<file path="src/rtl/exp3_detector_jogada_pkg.sv">
// Shared state codes, debounce default and one-hot helper for the jogada detector.
package exp3_detector_pkg;

  localparam int DEBOUNCE_CYCLES_DEF = 1000;

  typedef logic [3:0] estado_t;

  localparam estado_t ST_OCIOSO        = 4'h0;
  localparam estado_t ST_ESTABILIZANDO = 4'h1;
  localparam estado_t ST_REGISTRA      = 4'h2;
  localparam estado_t ST_ESPERA_SOLTAR = 4'h3;
  localparam estado_t ST_ERRO          = 4'hE;

  // Callers zero-extend their code to 32 bits.
  function automatic logic is_onehot(input logic [31:0] v);
    return (v != 32'd0) && ((v & (v - 32'd1)) == 32'd0);
  endfunction

endpackage

</file>
<file path="src/rtl/exp3_detector_jogada_if.sv">
// Button-side and consumer-side signals of the jogada detector.
// Carries erro_multipla only when EXP3_DETECTOR_ONEHOT_EN is defined.
interface exp3_detector_jogada_if #(parameter int WIDTH = 4);
  logic [WIDTH-1:0] botoes;
  logic [WIDTH-1:0] chaves_reg;
  logic             jogada;
  logic             botao_ativo;
  logic [3:0]       db_estado;
`ifdef EXP3_DETECTOR_ONEHOT_EN
  logic             erro_multipla;
`endif

  modport master (
    output botoes,
    input  chaves_reg, jogada, botao_ativo, db_estado
`ifdef EXP3_DETECTOR_ONEHOT_EN
    , input erro_multipla
`endif
  );

  modport slave (
    input  botoes,
    output chaves_reg, jogada, botao_ativo, db_estado
`ifdef EXP3_DETECTOR_ONEHOT_EN
    , output erro_multipla
`endif
  );
endinterface

</file>
<file path="src/rtl/exp3_detector_jogada_sincronizador.sv">
// WIDTH-bit two-flop synchronizer for asynchronous inputs (buttons, iniciar).
module exp3_sincronizador #(
  parameter int WIDTH = 4
) (
  input  logic             clock,
  input  logic             reset,
  input  logic [WIDTH-1:0] d,
  output logic [WIDTH-1:0] q
);

  logic [WIDTH-1:0] estagio1;

  always_ff @(posedge clock or posedge reset) begin
    if (reset) begin
      estagio1 <= '0;
      q        <= '0;
    end else begin
      estagio1 <= d;
      q        <= estagio1;
    end
  end

endmodule

</file>
<file path="src/rtl/exp3_detector_jogada.sv">
// Button conditioner: synchronize, debounce press/release, latch code, strobe jogada.
// Optional EXP3_DETECTOR_ONEHOT_EN rejects multi-bit codes through the ERRO state.
module exp3_detector_jogada
  import exp3_detector_pkg::*;
#(
  parameter int WIDTH           = 4,
  parameter int DEBOUNCE_CYCLES = DEBOUNCE_CYCLES_DEF
) (
  input  logic clock,
  input  logic reset,
  exp3_detector_jogada_if.slave bus
);

  localparam int            CW      = $clog2(DEBOUNCE_CYCLES + 1);
  localparam logic [CW-1:0] CNT_FIM = CW'(DEBOUNCE_CYCLES - 1);

  logic [WIDTH-1:0] sync;
  logic [WIDTH-1:0] amostra;
  logic [WIDTH-1:0] chaves_q;
  logic [CW-1:0]    cnt;
  estado_t          estado;
  estado_t          estado_prox;
  logic             cnt_clr;
  logic             cnt_inc;
  logic             amostra_ld;

  exp3_sincronizador #(.WIDTH(WIDTH)) u_sinc (
    .clock (clock),
    .reset (reset),
    .d     (bus.botoes),
    .q     (sync)
  );

  always_ff @(posedge clock or posedge reset) begin
    if (reset) estado <= ST_OCIOSO;
    else       estado <= estado_prox;
  end

  always_comb begin
    estado_prox = estado;
    cnt_clr     = 1'b0;
    cnt_inc     = 1'b0;
    amostra_ld  = 1'b0;
    case (estado)
      ST_OCIOSO: begin
        if (sync != '0) begin
          estado_prox = ST_ESTABILIZANDO;
          amostra_ld  = 1'b1;
          cnt_clr     = 1'b1;
        end
      end
      ST_ESTABILIZANDO: begin
        if (sync == '0) begin
          estado_prox = ST_OCIOSO;
        end else if (sync != amostra) begin
          amostra_ld = 1'b1;
          cnt_clr    = 1'b1;
        end else if (cnt == CNT_FIM) begin
`ifdef EXP3_DETECTOR_ONEHOT_EN
          estado_prox = is_onehot(32'(amostra)) ? ST_REGISTRA : ST_ERRO;
`else
          estado_prox = ST_REGISTRA;
`endif
        end else begin
          cnt_inc = 1'b1;
        end
      end
      ST_REGISTRA: begin
        estado_prox = ST_ESPERA_SOLTAR;
        cnt_clr     = 1'b1;
      end
`ifdef EXP3_DETECTOR_ONEHOT_EN
      ST_ERRO: begin
        estado_prox = ST_ESPERA_SOLTAR;
        cnt_clr     = 1'b1;
      end
`endif
      ST_ESPERA_SOLTAR: begin
        // Any activity while held restarts the release window; codes are ignored.
        if (sync != '0)          cnt_clr     = 1'b1;
        else if (cnt == CNT_FIM) estado_prox = ST_OCIOSO;
        else                     cnt_inc     = 1'b1;
      end
      default: begin
        estado_prox = ST_OCIOSO;
        cnt_clr     = 1'b1;
      end
    endcase
  end

  always_ff @(posedge clock or posedge reset) begin
    if (reset) begin
      cnt      <= '0;
      amostra  <= '0;
      chaves_q <= '0;
    end else begin
      if (cnt_clr)      cnt <= '0;
      else if (cnt_inc) cnt <= cnt + 1'b1;
      if (amostra_ld)   amostra <= sync;
      // Latched on the edge leaving REGISTRA, i.e. as jogada falls.
      if (estado == ST_REGISTRA) chaves_q <= amostra;
    end
  end

  always_comb begin
    bus.jogada        = (estado == ST_REGISTRA);
    bus.botao_ativo   = (estado != ST_OCIOSO);
    bus.db_estado     = estado;
    bus.chaves_reg    = chaves_q;
`ifdef EXP3_DETECTOR_ONEHOT_EN
    bus.erro_multipla = (estado == ST_ERRO);
`endif
  end

endmodule

</file>
<file path="src/flat_wrapper.sv">
// flat-port wrapper written by rule: the top's interface ports become plain ports
module exp3_detector_jogada_flat import exp3_detector_pkg::*;
#(
  parameter int WIDTH           = 4,
  parameter int DEBOUNCE_CYCLES = DEBOUNCE_CYCLES_DEF
)
  (clock, reset, bus_botoes, bus_chaves_reg, bus_jogada, bus_botao_ativo, bus_db_estado);
  exp3_detector_jogada_if #(.WIDTH(WIDTH)) bus_i ();
  input  logic clock;
  input  logic reset;
  input wire logic [$bits(bus_i.botoes)-1:0] bus_botoes;
  output wire logic [$bits(bus_i.chaves_reg)-1:0] bus_chaves_reg;
  output wire logic [$bits(bus_i.jogada)-1:0] bus_jogada;
  output wire logic [$bits(bus_i.botao_ativo)-1:0] bus_botao_ativo;
  output wire logic [$bits(bus_i.db_estado)-1:0] bus_db_estado;
  assign bus_i.botoes = bus_botoes;
  assign bus_chaves_reg = bus_i.chaves_reg;
  assign bus_jogada = bus_i.jogada;
  assign bus_botao_ativo = bus_i.botao_ativo;
  assign bus_db_estado = bus_i.db_estado;
  exp3_detector_jogada #(.WIDTH(WIDTH), .DEBOUNCE_CYCLES(DEBOUNCE_CYCLES)) u_core (.clock(clock), .reset(reset), .bus(bus_i));
endmodule
</file>
<file path="config.mk">
export PLATFORM = sky130hd
export DESIGN_NAME = exp3_detector_jogada_flat
export DESIGN_NICKNAME = d
export VERILOG_FILES = /design/src/rtl/exp3_detector_jogada_pkg.sv /design/src/rtl/exp3_detector_jogada_if.sv /design/src/rtl/exp3_detector_jogada_sincronizador.sv /design/src/rtl/exp3_detector_jogada.sv /design/src/flat_wrapper.sv
export SDC_FILE = /design/constraint.sdc
export NUM_CORES = 1
export LEC_CHECK = 0
export ABC_AREA = 1
export CORE_ASPECT_RATIO = 1.1
export CORE_UTILIZATION = 57
export DETAILED_ROUTE_END_ITERATION = 10
export DONT_BUFFER_PORTS = 1
export PLACE_DENSITY = 0.74
export SYNTH_ARGS = -nofsm -noshare
export SYNTH_HDL_FRONTEND = slang
export SYNTH_SLANG_ARGS = --single-unit
</file>
<file path="constraint.sdc">
create_clock -name clock -period 4.3 [get_ports clock]
set_input_delay 0.43 -clock clock [delete_from_list [all_inputs] [get_ports clock]]
set_output_delay 0.43 -clock clock [all_outputs]
set_load 0.02 [all_outputs]
</file>
### After elaboration in Yosys (flattened, before gate mapping)

Cells that the tools add are included.

* register bits: 30
* latch bits: 0
* RAM bits: 0
* ROM bits: 0
* output and inout bits: 10
* memories: 0

* $add $sub $neg: 1
* multipliers: 0
* divide/modulo/power cells: 0
* order comparisons: 0
* equal/unequal tests: 10
* shifts and indexed selects: 0
* multiplexer cells: 19
* bitwise operators: 0
* reductions and logical operators: 7

Operators by type and width (number)
* 4-bit two-way mux: 6
* 10-bit two-way mux: 2
* 4-bit case mux with 4 select lines: 1
* 10-bit by 1-bit adder with 10-bit output, second input constant: 1
* 10-bit == test, second input constant: 1
* 4-bit by 2-bit == test with 1-bit output, second input constant: 2
* 4-bit zero test: 2
* 4-bit nonzero test: 2
* 1-bit two-way mux: 7
* 1-bit case mux with 2 select lines: 3
* 5-bit AND reduction: 1
* 4-bit by 1-bit == test with 1-bit output, second input constant: 1
* 2-bit by 1-bit inequality test with 1-bit output, second input constant: 2
* 4-bit inequality test: 1
* 3-bit by 1-bit inequality test with 1-bit output, second input constant: 1
* 3-bit by 2-bit inequality test with 1-bit output, second input constant: 1
* 2-bit inequality test, second input constant: 1
* 2-bit nonzero test: 1
* 2-bit OR reduction: 1

### Depth between registers and ports, before layout

* depth after elaboration: 7
* mapped depth: 10

### By module

A second synthesis with hierarchy kept.

* cells, all modules: 188
* area, all modules: 1524.0 um^2

Modules (own cells, without submodules)
* exp3_detector_jogada: instances 1, cells each 179, area an instance 1320.0 um^2, seq. area each 500.5 um^2
* exp3_sincronizador: instances 1, cells each 9, area an instance 203.9 um^2, seq. area each 200.2 um^2

### Worst setup path before layout

Ideal clock, no wire load.

* path type: flip-flop to flip-flop
* start point: register u_core.estado[0] (netlist: u_core.bus.db_estado[0])
* end point: register u_core.estado[1] (netlist: u_core.bus.db_estado[1])
* arrival time: 1.467 ns
* setup slack: 2.715 ns
* cell stages (with the launch flop): 9
* buffers on the path: 0
* period minus slack after synthesis: 1.585 ns
* path through: dfrtp_1 inv_1 ha_1 inv_1 nand2_1 o21ai_0 nand3_1 nand2_1 nand2_1

* cells in the longest elaborated chain, start to end: 3
* elaborated cells on any way between the ends: 11
* classes of those cells: eq/ne (8); mux (1); reduce/logical (2)

RTL lines
* from (decl): RTL line exp3_detector_jogada.sv:21 `estado_t estado;`
* from (signal assigned): RTL line exp3_detector_jogada.sv:36 `else estado <= estado_prox;`
* 4-bit by 1-bit == test with 1-bit output (tied with other cells): RTL line exp3_detector_jogada.sv:44 `case (estado)`
* 3-bit by 2-bit inequality test with 1-bit output (no line) (tied with other cells)
* 5-bit AND reduction (no line)

Several ways; a longest one is shown, not always the timed one.
A chain may end at the register's enable or synchronous reset.

### Final worst setup path

* start point: register u_core.estado[0] (netlist: u_core.bus.db_estado[0])
* end point: output bus_botao_ativo

* cells in the longest elaborated chain, start to end: 1

RTL lines
* 4-bit nonzero test: RTL line exp3_detector_jogada.sv:107 `bus.botao_ativo = (estado != ST_OCIOSO);`
* to (decl): RTL line flat_wrapper.sv:14 `output wire logic [$bits(bus_i.botao_ativo)-1:0] bus_botao_ativo;`

Every way passes these cells.

==> results.yml <==
status:
  outcome: "completed"
drt:
  detail_route.wl_per_cell_um: 11.3
  drc_errors: 0
  vias_post_dr: 1180
  routed_wl_um: 2570
  drt_first_iter_violations: 38
  ant_nets: 0
  vias_per_cell: 5.20
  detailedRoute.firstPassIterationCount: 4
logic_synthesis:
  ys_seq_elements: 28
  synth_cell_type_count: 23
  netlist_top_cells_area: "sky130_fd_sc_hd__dfrtp_1 (45%), sky130_fd_sc_hd__nand2_1 (14%), sky130_fd_sc_hd__nand3_1 (7.8%)"
  synth-warning-count: 0
  yosysSeqAreaShare_pct: 45.3
  synth_cells: 195
  synth.avg_cell_area_um2: 7.92
  netlist_area_um2: 1550
  yosys.area.top_type: "sky130_fd_sc_hd__dfrtp_1"
  synth_top_area_share_pct: 45.3
global_routing:
  grt-ovfl-total: 0
  antenna_violations_before_repair: 0
  grtUsageTotal_pct: 20.9
  grt_pass1_wl_um: 4580
  first_global_vias: 1107
  grt_start_max_net_pins: 29
placement:
  post-dp-hpwl_um: 1900
  routabilityCongestion: 0.808
  place_inst: 223
  port-buffer-count: 0
sta:
  transition_time_at_the_pin_with_the_least_slew_margin_ns: 1.02
  timing.final.max_slew_violations: 0
  final-setup-viol-count: 0
  max_freq_mhz: 508
  fin_tns_setup_ns: 0
  finalClockSkew_ns: 0.00739
  max_slew_margin_pct: 31.9
  finalHoldViolCount: 0
  post-route-min-period_ns: 1.97
  post-route-period-util_pct: 45.8
  grt_setup_unrepaired: "false"
clock_network:
  clock_latency_ns: 0.33
  clock-sinks: 28
  post_cts_resize_count: 0
  clock_tree_from_tritoncts: "done"
  cts_inserted_buffers: 3
  cts-htree-levels: 1
  setup_fix_buffers_added_after_clock_tree_synthesis: 0
  cts_root_buffer: "sky130_fd_sc_hd__clkbuf_4"
  clk_transition_reported_paths_ns: 0.16
  cts_hold_buf: 0
  ctsLongestPathBuffers: 2
power_and_ir_drop:
  irDropWorstVdd_mv: 0.360
  p_leak_nw: 0.869
  pwr_density_cell_nw_per_um2: 549
cells_and_area:
  post_route_cells_drive_above_1_share_pct: 9.69
  postLayoutCoreUtil_pct: 63.0
  antennaDiodeCount: 0
  finalNonFillerCells: 227
  fin_nets: 210
  largest-register: "u_core.cnt"
  largest_register_ff_count: 10
  synthToLayoutAreaGrowth_pct: 3.72
  layout_commonest_cell: "sky130_fd_sc_hd__nand2_1"
  num-fill-cells: 222
  multi_input_area_um2: 702
  layout_common_cells: "sky130_fd_sc_hd__nand2_1 (58), sky130_fd_sc_hd__dfrtp_1 (28), sky130_fd_sc_hd__inv_1 (26), sky130_fd_sc_hd__nand3_1 (24), sky130_fd_sc_hd__o21ai_0 (11)"
  sequential_cell_area_um2: 701
worst_setup_path:
  timing_worst_setup_path_type: "reg -> out"
  crit_path_max_fanout: 6
  start_kind: "flop"
  critical_path_arrival_ns: 1.54
  end_kind: "output port"
  critical_path_required_ns: 3.87
floorplan:
  io_pins: 16
  core.rowCount: 19
  dieArea_um2: 2920
  floorplan.die.width_um: 51.6
  fp.coreArea_um2: 2540
  die_h_um: 56.6
  initial_core_util_pct: 60.7
flow_run:
  max_cap_viol_count: 0
hold_path:
  min_path_type: "in -> reg"
## power by group
| group | internal, W | switching, W | total [W] |
|---|---|---|---|
| Clock | 0.0000942 | 0.0000787 | 0.000173 |
| Combinational | 0.0000942 | 0.000226 | 0.000321 |
| Sequential | 0.000313 | 0.0000733 | 0.000387 |
| Total | 0.000502 | 0.000378 | 0.000880 |
## final timing paths
kind / to / startpoint / cells past startpoint / slack (ns)
worst min register to register: u_core.u_sinc.q[2] / u_core.u_sinc.estagio1[2] / 0 / 0.37
max in group asynchronous: u_core.bus.chaves_reg[1] / reset / 1 / 3.47
worst min-delay path: u_core.u_sinc.estagio1[2] / bus_botoes[2] / 0 / 0.11
worst max-delay path: bus_botao_ativo / u_core.bus.db_estado[0] / 3 / 2.33
worst max register to register: u_core.cnt[3] / u_core.bus.db_estado[0] / 6 / 2.43
min in group asynchronous: u_core.amostra[3] / reset / 1 / 0.21
## critical path, stage by stage, from the launching register on
cell and delay, ns:
sky130_fd_sc_hd__dfrtp_1 0.59, sky130_fd_sc_hd__inv_1 0.16, sky130_fd_sc_hd__ha_1 0.22, sky130_fd_sc_hd__inv_1 0.24
## cell families (layout without fill, tap and decap cells)
| logic type | count (synthesis) | after routing | synth area share [%] |
|---|---|---|---|
| and+or+nand+nor | 104 | 104 | 29.7 |
| buffers and inverters | 33 | 33 | 9.47 |
| DFF | 28 | 28 | 45.3 |
| AOI/OAI and AO/OA | 19 | 19 | 7.85 |
| adders and majority gates | 7 | 7 | 5.67 |
| xor gates and xnor gates | 3 | 3 | 1.70 |
| other | 1 | 2 | 0.243 |
## cell usage after synthesis, drive strengths merged
cell type / instances
nor2: 15
o21ai: 13
a21oi: 3
ha: 7
nand2: 61
nand3: 25
o21bai: 3
buf: 4
xor2: 3
nand4: 3
dfrtp: 28
conb: 1
inv: 29
## metal layers
layer	up-vias	track usage (%)	part of all wire [%]
met3	4	3.52	3.1
met4	0	6.95	0.97
li1	607	-	-
met2	24	34.3	47
met5	-	0	0
met1	545	27.5	49
## metrics by stage
step                worst slack, ns  total power (W)  instance area (µm²)  hold slack (ns)
floorplan                      2.71         0.000684                 1550            0.331
global placement               2.54         0.000693                 1550            0.333
detailed placement             2.46         0.000716                 1550            0.335
CTS                            2.32         0.000890                 1600           0.0965
global route                   2.19         0.000953                 1600           0.0729
finish                         2.33         0.000880                 1600            0.114
## layout make-up
cell class                      count  area share (%)
Multi-Input combinational cell    135            43.8
Sequential cell                    28            43.7
Inverter                           29            6.79
Tap cell                           31            2.42
Clock inverter                      1            1.87
Clock buffer                        3            1.41
Note: power is estimated with default switching activity, not from simulation.
